==> src/rtl/vidmode_seq.sv <==
// Video mode sequencer: a debounced push-button steps through a programmable
// modeline table; the raster timing generator switches modes only at frame boundaries.
module vidmode_seq #(
  parameter int NUM_MODES  = 4,
  parameter int CW         = 12,
  parameter int DEB_CYCLES = 65535,
  parameter int MW         = 2,
  // Modeline loaded into every table entry and the shadow at reset (640x480 by default)
  parameter int RST_HDISP  = 640,
  parameter int RST_HSTART = 656,
  parameter int RST_HEND   = 752,
  parameter int RST_HTOT   = 800,
  parameter int RST_VDISP  = 480,
  parameter int RST_VSTART = 490,
  parameter int RST_VEND   = 492,
  parameter int RST_VTOT   = 525
) (
  input  logic          sys_clk,
  input  logic          sys_reset,
  input  logic          but_advance,
  input  logic          cfg_wr,
  input  logic [MW-1:0] cfg_mode,
  input  logic [3:0]    cfg_field,
  input  logic [CW-1:0] cfg_data,
  output logic [MW-1:0] mode_sel,
  output logic [CW-1:0] hcount,
  output logic [CW-1:0] vcount,
  output logic          hsync,
  output logic          vsync,
  output logic          blank,
  output logic          linestart,
  output logic          framestart,
  output logic          switching
);

  localparam int DW = (DEB_CYCLES < 2) ? 1 : $clog2(DEB_CYCLES + 1);

  typedef enum logic [3:0] {
    F_HDISP  = 4'd0, F_HSTART = 4'd1, F_HEND = 4'd2, F_HTOT = 4'd3, F_HSI = 4'd4,
    F_VDISP  = 4'd5, F_VSTART = 4'd6, F_VEND = 4'd7, F_VTOT = 4'd8, F_VSI = 4'd9
  } field_e;

  typedef struct packed {
    logic [CW-1:0] hdisp;
    logic [CW-1:0] hstart;
    logic [CW-1:0] hend;
    logic [CW-1:0] htot;
    logic          hsi;
    logic [CW-1:0] vdisp;
    logic [CW-1:0] vstart;
    logic [CW-1:0] vend;
    logic [CW-1:0] vtot;
    logic          vsi;
  } modeline_t;

  localparam modeline_t RST_LINE = '{
    hdisp:  CW'(RST_HDISP),  hstart: CW'(RST_HSTART), hend: CW'(RST_HEND),
    htot:   CW'(RST_HTOT),   hsi:    1'b1,
    vdisp:  CW'(RST_VDISP),  vstart: CW'(RST_VSTART), vend: CW'(RST_VEND),
    vtot:   CW'(RST_VTOT),   vsi:    1'b1
  };

  // ---------------- button synchroniser and debouncer ----------------
  logic          sync_q1, sync_q2, deb_level;
  logic [DW-1:0] deb_cnt;
  logic          deb_flip, press;

  always_comb begin
    deb_flip = (sync_q2 != deb_level) && (deb_cnt == DW'(DEB_CYCLES - 1));
    press    = deb_flip && sync_q2;
  end

  // NOTE: sequential state uses non-blocking assignments so every register samples pre-edge values.
  always_ff @(posedge sys_clk) begin
    if (!sys_reset) begin
      sync_q1   <= 1'b0;
      sync_q2   <= 1'b0;
      deb_level <= 1'b0;
      deb_cnt   <= '0;
    end else begin
      sync_q1 <= but_advance;
      sync_q2 <= sync_q1;
      if (sync_q2 == deb_level || deb_flip) deb_cnt <= '0;
      else                                  deb_cnt <= deb_cnt + 1'b1;
      if (deb_flip) deb_level <= sync_q2;
    end
  end

  // ---------------- modeline table ----------------
  modeline_t table_q [NUM_MODES];
  logic      wr_ok;

  always_comb begin
    // NOTE: every always_comb output gets a default first so no path can infer a latch.
    wr_ok = cfg_wr && (int'(cfg_mode) < NUM_MODES) && (cfg_field <= 4'd9);
    if ((cfg_field == F_HTOT || cfg_field == F_VTOT) && cfg_data < CW'(2)) wr_ok = 1'b0;
  end

  // NOTE: the table is reset on purpose: every entry must hold a usable modeline after reset.
  always_ff @(posedge sys_clk) begin
    if (!sys_reset) begin
      for (int i = 0; i < NUM_MODES; i++) table_q[i] <= RST_LINE;
    end else if (wr_ok) begin
      case (cfg_field)
        F_HDISP:  table_q[cfg_mode].hdisp  <= cfg_data;
        F_HSTART: table_q[cfg_mode].hstart <= cfg_data;
        F_HEND:   table_q[cfg_mode].hend   <= cfg_data;
        F_HTOT:   table_q[cfg_mode].htot   <= cfg_data;
        F_HSI:    table_q[cfg_mode].hsi    <= cfg_data[0];
        F_VDISP:  table_q[cfg_mode].vdisp  <= cfg_data;
        F_VSTART: table_q[cfg_mode].vstart <= cfg_data;
        F_VEND:   table_q[cfg_mode].vend   <= cfg_data;
        F_VTOT:   table_q[cfg_mode].vtot   <= cfg_data;
        F_VSI:    table_q[cfg_mode].vsi    <= cfg_data[0];
        default:  ;
      endcase
    end
  end

  // ---------------- raster counters and mode switch ----------------
  modeline_t     sh_q, sh_nxt;
  logic [MW-1:0] pend_q, pend_nxt, mode_nxt;
  logic [CW-1:0] h_nxt, v_nxt;
  logic          h_last, v_last, boundary;

  always_comb begin
    h_last   = hcount >= sh_q.htot - 1'b1;
    v_last   = vcount >= sh_q.vtot - 1'b1;
    boundary = h_last && v_last;
    h_nxt    = h_last ? '0 : hcount + 1'b1;
    v_nxt    = vcount;
    if (h_last) v_nxt = v_last ? '0 : vcount + 1'b1;
    mode_nxt = mode_sel;
    sh_nxt   = sh_q;
    // The shadow reads the pre-edge table, so a write on the boundary cycle waits a frame
    if (boundary) begin
      mode_nxt = pend_q;
      sh_nxt   = table_q[pend_q];
    end
    pend_nxt = pend_q;
    if (press) pend_nxt = (pend_q == MW'(NUM_MODES - 1)) ? '0 : pend_q + 1'b1;
  end

  // Flags are computed from next-state values so they line up with the counters they describe
  always_ff @(posedge sys_clk) begin
    if (!sys_reset) begin
      sh_q       <= RST_LINE;
      mode_sel   <= '0;
      pend_q     <= '0;
      hcount     <= '0;
      vcount     <= '0;
      hsync      <= 1'b1;
      vsync      <= 1'b1;
      blank      <= 1'b0;
      linestart  <= 1'b0;
      framestart <= 1'b0;
      switching  <= 1'b0;
    end else begin
      sh_q       <= sh_nxt;
      mode_sel   <= mode_nxt;
      pend_q     <= pend_nxt;
      hcount     <= h_nxt;
      vcount     <= v_nxt;
      hsync      <= ((h_nxt >= sh_nxt.hstart) && (h_nxt < sh_nxt.hend)) ^ sh_nxt.hsi;
      vsync      <= ((v_nxt >= sh_nxt.vstart) && (v_nxt < sh_nxt.vend)) ^ sh_nxt.vsi;
      blank      <= (h_nxt >= sh_nxt.hdisp) || (v_nxt >= sh_nxt.vdisp);
      linestart  <= h_last;
      framestart <= boundary;
      switching  <= pend_nxt != mode_nxt;
    end
  end

endmodule

==> config.mk <==
export PLATFORM = sky130hd
export DESIGN_NAME = vidmode_seq
export DESIGN_NICKNAME = d
export VERILOG_FILES = /design/src/rtl/vidmode_seq.sv
export SDC_FILE = /design/constraint.sdc
export NUM_CORES = 1
export LEC_CHECK = 0
export CORE_ASPECT_RATIO = 0.9
export CORE_MARGIN = 5
export CORE_UTILIZATION = 55
export DETAILED_ROUTE_END_ITERATION = 10
export DONT_BUFFER_PORTS = 1
export PLACE_DENSITY = 0.73
export SYNTH_ARGS = -nofsm -noshare
export SYNTH_HDL_FRONTEND = slang
export SYNTH_SLANG_ARGS = --single-unit
export TNS_END_PERCENT = 20
==> constraint.sdc <==
create_clock -name sys_clk -period 4.7 [get_ports sys_clk]
set_input_delay 0.235 -clock sys_clk [delete_from_list [all_inputs] [get_ports sys_clk]]
set_output_delay 0.235 -clock sys_clk [all_outputs]
set_load 0.02 [all_outputs]
---- Word level (Yosys, flattened, before mapping) ----
Memory sizes are Yosys's and may differ from the RTL's. A register that Yosys moved wholly into a read port is not among the register bits.
Index checks and enable logic that the tools add are counted.
storage, ports and cells
  bits in registers ....................... 151
  RAM bits ................................ 392
  input port bits ......................... 22
  logic and storage cells ................. 124
  memories kept ........................... 1
operators by class
  add/subtract/negate cells ............... 6
  $lt $le $gt $ge ......................... 10
  equality and inequality tests ........... 14
  mux-type cells .......................... 53
  bitwise logic cells ..................... 3
  reductions and logical operators ........ 13
memory list
  memory   depth  width  rd ports  clocked after Yosys merged registers in  write ports  RTL line  source
  table_q  4      98     1         1                                        4            90        modeline_t table_q [NUM_MODES];
operators with widths
  cell                                                          count
  two-way mux 98 bit                                            2
  OR reduction 98 bit                                           1
  greater-or-equal comparator 12 bit                            6
  two-way mux 1 bit                                             42
  two-way mux 12 bit                                            3
  adder 12 x 1 -> 12 bit (second input constant)                2
  less-than comparator 12 bit                                   2
  subtractor 12 x 1 -> 12 bit (second input constant)           2
  adder 16 x 1 -> 16 bit (second input constant)                1
  equality test 16 bit (second input constant)                  1
  equality test 4 x 3 -> 1 bit (second input constant)          4
  less-than comparator 12 x 2 -> 1 bit (second input constant)  1
  two-way mux 10 bit                                            1
  two-way mux 2 bit                                             5
  equality test 4 x 2 -> 1 bit (second input constant)          2
  equality test 4 bit (second input constant)                   2
  logical AND 1 bit                                             7
  equality test 4 x 1 -> 1 bit (second input constant)          1
  <= comparator 4 bit (second input constant)                   1
  zero test 4 bit                                               1
  logical OR 1 bit                                              3
  adder 2 x 1 -> 2 bit (second input constant)                  1
  equality test 2 bit (second input constant)                   1
  != test 2 bit                                                 1
  other kinds (5)                                               6

---- Longest topological paths before layout ----
  word-level depth ........................ 9
  mapped depth ............................ 24

---- Worst setup path before layout ----
OpenSTA, ideal clock, no wires.
  path type ............................... register to register
  from .................................... register sh_q[56] (netlist bit)
  to ...................................... register vsync
  arrival time ............................ 4.570 ns
  required time ........................... 4.581 ns
  path slack .............................. 0.011 ns
  cell stages (with the launch flop) ...... 23
  buffers on the path ..................... 3
  period minus slack after synthesis ...... 4.689 ns
  cell sequence ........................... dfxtp_1 -> or4_1 -> nor3_1 -> xnor2_1 -> ha_1 -> nand4_1 -> nor2_1 -> a211oi_1 -> o31a_1 -> buf_4 -> nor2_4 -> buf_2 -> buf_2 -> nor2_1 -> ha_1 -> a21o_1 -> a21o_1 -> a21oi_1 -> nor2_1 -> a2111oi_0 -> o211ai_1 -> a41o_1 -> mux2i_1
between the ends
  elaborated cells on any way between the ends .. 9
RTL lines
  element                                                                                   RTL line  source
  from (decl)                                                                               121       modeline_t sh_q, sh_nxt;
  from (signal assigned)                                                                    159       sh_q <= sh_nxt;
  subtractor 12 x 1 -> 12 bit *                                                             127       h_last = hcount >= sh_q.htot - 1'b1;
  greater-or-equal comparator 12 bit *                                                      127
  two-way mux 12 bit *                                                                      132       if (h_last) v_nxt = v_last ? '0 : vcount + 1'b1;
  via v_nxt[5]                                                                              123       logic [CW-1:0] h_nxt, v_nxt;
  greater-or-equal comparator 12 bit / less-than comparator 12 bit (equally long branches)  165       vsync <= ((v_nxt >= sh_nxt.vstart) && (v_nxt < sh_nxt.vend)) ^ sh_nxt.vsi;
  logical AND 1 bit *                                                                       165
  XOR 1 bit *                                                                               165
  to (signal assigned)                                                                      165
  to (decl)                                                                                 29        output logic vsync,
The timed path passes the listed nets; every way through them passes the cells marked *.
A chain may end at the register's enable or synchronous reset.

---- Worst setup path in the final report ----
  from .................................... register sh_q[56] (netlist bit)
  to ...................................... register blank
between the ends
  elaborated cells on any way between the ends .. 9
RTL lines
  element                             RTL line  source
  subtractor 12 x 1 -> 12 bit         127
  greater-or-equal comparator 12 bit  127
  two-way mux 12 bit                  132
  via v_nxt[9]                        123
  greater-or-equal comparator 12 bit  166       blank <= (h_nxt >= sh_nxt.hdisp) || (v_nxt >= sh_nxt.vdisp);
  logical OR 1 bit                    166
  to (signal assigned)                166
  to (decl)                           30        output logic blank,
The timed path passes the listed nets, and every way through them passes these cells.

==> flow_summary.ini <==
[critical_path]
regToRegSetupSlack_ps = 60
required_ps = 5150
arrival_ps = 5090
end_kind = flip-flop
startpoint_type = flip-flop
rr_endpoint = blank
worstPathMaxFanout = 6
critPathKind = reg2reg
timing.rr.start = sh_q[56]
ff2ff_path_depth = 20

[drt]
met2WireLength_mm = 28.0
first_pass_iters = 5
wl_per_cell_um = 24.4
drt-met1-wl_mm = 25.7
highest_layer = met4
dr_total_vias = 15800
wl_met3_mm = 8.59
routed_wl_mm = 64.1
final_antenna_net_count = 0
drc = 0
first_iter_violations = 1793
viasPerCell = 6.01

[floorplanning]
die-area_sq_um = 48700
start_util_pct = 55.4
core_area_sq_um = 44000
fp.dieW_um = 232
die_h_um = 210
io_pins = 54
rows = 73

[timing]
worst_pin_slew_ps = 1150
finalCriticalPeriod_ps = 4640
rsz0062_at_grt = true
whs_ps = 47.0
fin_skew_ps = 15.7
drv_slew = 0
fin_tns_setup_ps = 0
max_clock_freq_mhz = 215
hold_viol = 0
fin_crit_sh_pct = 98.8
setup_violations = 0
slew_headroom_pct = 23.2

[synthesis]
synth-edff-count = 392
avgSynthCellArea_sq_um = 12.6
synth_warnings = 0
yosysTopAreaCell = edfxtp_1
ys_seq_area_share_pct = 60.6
synth_area_leaders = edfxtp_1 (48%), dfxtp_1 (12%), mux4_2 (9.0%)
yosysTopAreaCellShare_pct = 48.2
synth-seq-cells = 543
async_flop_share_pct = 0
synth_ff_type = edfxtp_1
syn_inst = 1943
syn-num-nets = 2066
ys_types = 64
synth_area_sq_um = 24400

[clock_network]
cts_buffers = 54
clkLatencyLatePin_ps = 610
clkTransAtPathRegs_ps = 60
cts_buffer_depth = 3
numClockSinks = 543
cts_root_buf = clkbuf_16
cts_tree = done
cts_max_level = 2

[placed_design]
gp_congestion = 0.897
hpwlAfterDp_mm = 42.8
io_buffers = 0

[hold_path]
hold_class = in2reg
whs_endpoint = table_q[0][49]
hold_depth = 3
hold_start = cfg_mode[0]

[cells_and_area]
antenna_cells = 0
fin_util_pct = 62.1
area_growth_syn_to_layout_pct = 12.0
layout-drive-gt1-share_pct = 14.9
final_nets = 2113

[flow_run]
drv_cap = 0

[grt]
grt_max_degree = 91
grt_overflow_total = 0
antenna_found_initial = 0
grt_pass1_wl_mm = 96.1
grt_usage_pct = 26.4
grt_pass1_vias = 15500

[pwr]
p_per_area_nw_per_um2 = 372
p_leak_nw = 9.44
worst_ir_drop_vdd_mv = 0.278

[status]
outcome = complete, no violations
-- cells in the mapped netlist (3+ instances only) --
master / instances
nor3_1: 28
dfxtp_1: 151
a21o_1: 9
ha_1: 101
nand2_2: 7
nor2b_1: 7
nand2_1: 293
a31oi_1: 6
nor2_1: 341
a2111oi_0: 3
o21a_1: 7
and2_1: 13
buf_1: 5
and4_1: 4
o21ai_0: 34
xor2_1: 26
buf_4: 4
buf_6: 7
a211o_1: 4
a21oi_1: 52
a211oi_1: 6
nand3_1: 22
buf_2: 24
nor4_1: 10
or3_1: 6
inv_1: 40
clkbuf_1: 56
nor2_4: 7
nand3b_1: 5
edfxtp_1: 392
mux2i_1: 72
xnor2_1: 26
o211ai_1: 6
nand4_1: 17
nand2b_1: 7
and3_1: 10
mux4_2: 98
nor2_2: 4
-- routing by layer --
metal | global-route usage (%) | vias to the layer above
li1 | - | 7091
met1 | 37.0 | 7745
met2 | 38.9 | 845
met3 | 10.1 | 125
met4 | 7.33 | 0
met5 | 0 | -
-- registers in the layout, indices dropped and copies added, names as in the netlist, 2 cells and up --
register  count
vcount       12
hcount       12
table_q     392
mode_sel      2
pend_q        2
deb_cnt      16
sh_q         98
-- worst max path at each step --
| stage | from | to | slack (ps) | depth (start not counted) |
|---|---|---|---|---|
| finish | sh_q[56] | blank | 60 | 20 |
| global route | sh_q[56] | vsync | -80 | 20 |
| CTS | sh_q[56] | blank | 30 | 20 |
| detailed placement | sh_q[56] | vsync | -110 | 19 |
| global placement | sh_q[53] | blank | -20 | 20 |
| floorplan | sh_q[56] | vsync | 10 | 22 |
-- cells by family after synthesis --
family,after synthesis,synth area share [%]
adders and majority gates,101,5.18
xor gates and xnor gates,52,1.87
muxes,171,12.1
buffers and inverters,137,2.51
and+or+nand+nor,794,14.1
AOI/OAI and AO/OA,145,3.69
DFF,543,60.6
-- power breakdown --
group          switching [mW]  internal [mW]
sequential             0.0641           5.35
clock                    1.85           2.50
combinational           0.287          0.116
-- critical path, cell delays in order (launching register included) --
cell,delay [ps]
dfxtp_2,350
or4_4,570
nor3_4,150
xnor2_1,90
ha_1,310
nand4_1,220
nor2_1,190
a211oi_2,70
o31ai_4,70
nand4_1,200
or3b_4,470
xor2_2,170
nor2_1,140
buf_4,160
ha_1,240
a21o_1,190
a21oi_2,190
o21ai_2,90
or3_1,330
o221ai_1,160
a21oi_1,90
-- final cells by class --
class / count / area, sq um
Inverter: 41 / 155
Timing Repair Buffer: 87 / 748
Fill cell: 3305 / 16700
Clock inverter: 28 / 325
Clock buffer: 69 / 1440
Sequential cell: 543 / 14800
Tap cell: 600 / 751
Multi-Input combinational cell: 1263 / 9110
-- layout by cell type (no fill, tap or decap), types with 7 or more instances in the layout --
master / n
nand2_2: 8
clkinv_2: 9
and2_1: 13
clkbuf_1: 12
o21a_1: 7
nor2_4: 7
a21o_1: 9
nor3_1: 27
nand3_1: 22
dlygate4sd3_1: 15
clkinv_1: 8
nor2b_1: 7
nand2b_1: 7
dfxtp_1: 148
ha_1: 101
nand2_1: 292
edfxtp_1: 392
nand4_1: 17
xnor2_1: 26
mux2i_1: 68
o21ai_0: 32
and3_1: 10
nor2_1: 339
clkbuf_16: 54
inv_1: 40
buf_4: 68
xor2_1: 24
a21oi_1: 51
mux4_2: 98
-- stage by stage --
step           cell area [sq um]  cells  power [mW]  setup slack (ps)
2_1_floorplan              24400   1943        5.72              11.5
3_3_place_gp               25200   2513        5.87             -18.7
3_5_place_dp               25200   2513        5.89              -110
4_1_cts                    27200   2626        10.2              34.4
5_1_grt                    27300   2631        10.4             -78.3
6_report                   27300   2631        10.2              56.7
-- what timing repair did --
item | CTS | global route
hold buffers | 16 | 0
endpoints found under the setup margin | 2 | 3
pin swaps | 2 | 10
buffers inserted | 0 | 5
gates resized for setup | 6 | 24
hold endpoints to repair | 123 | 0
(Power assumes the default switching activity.)
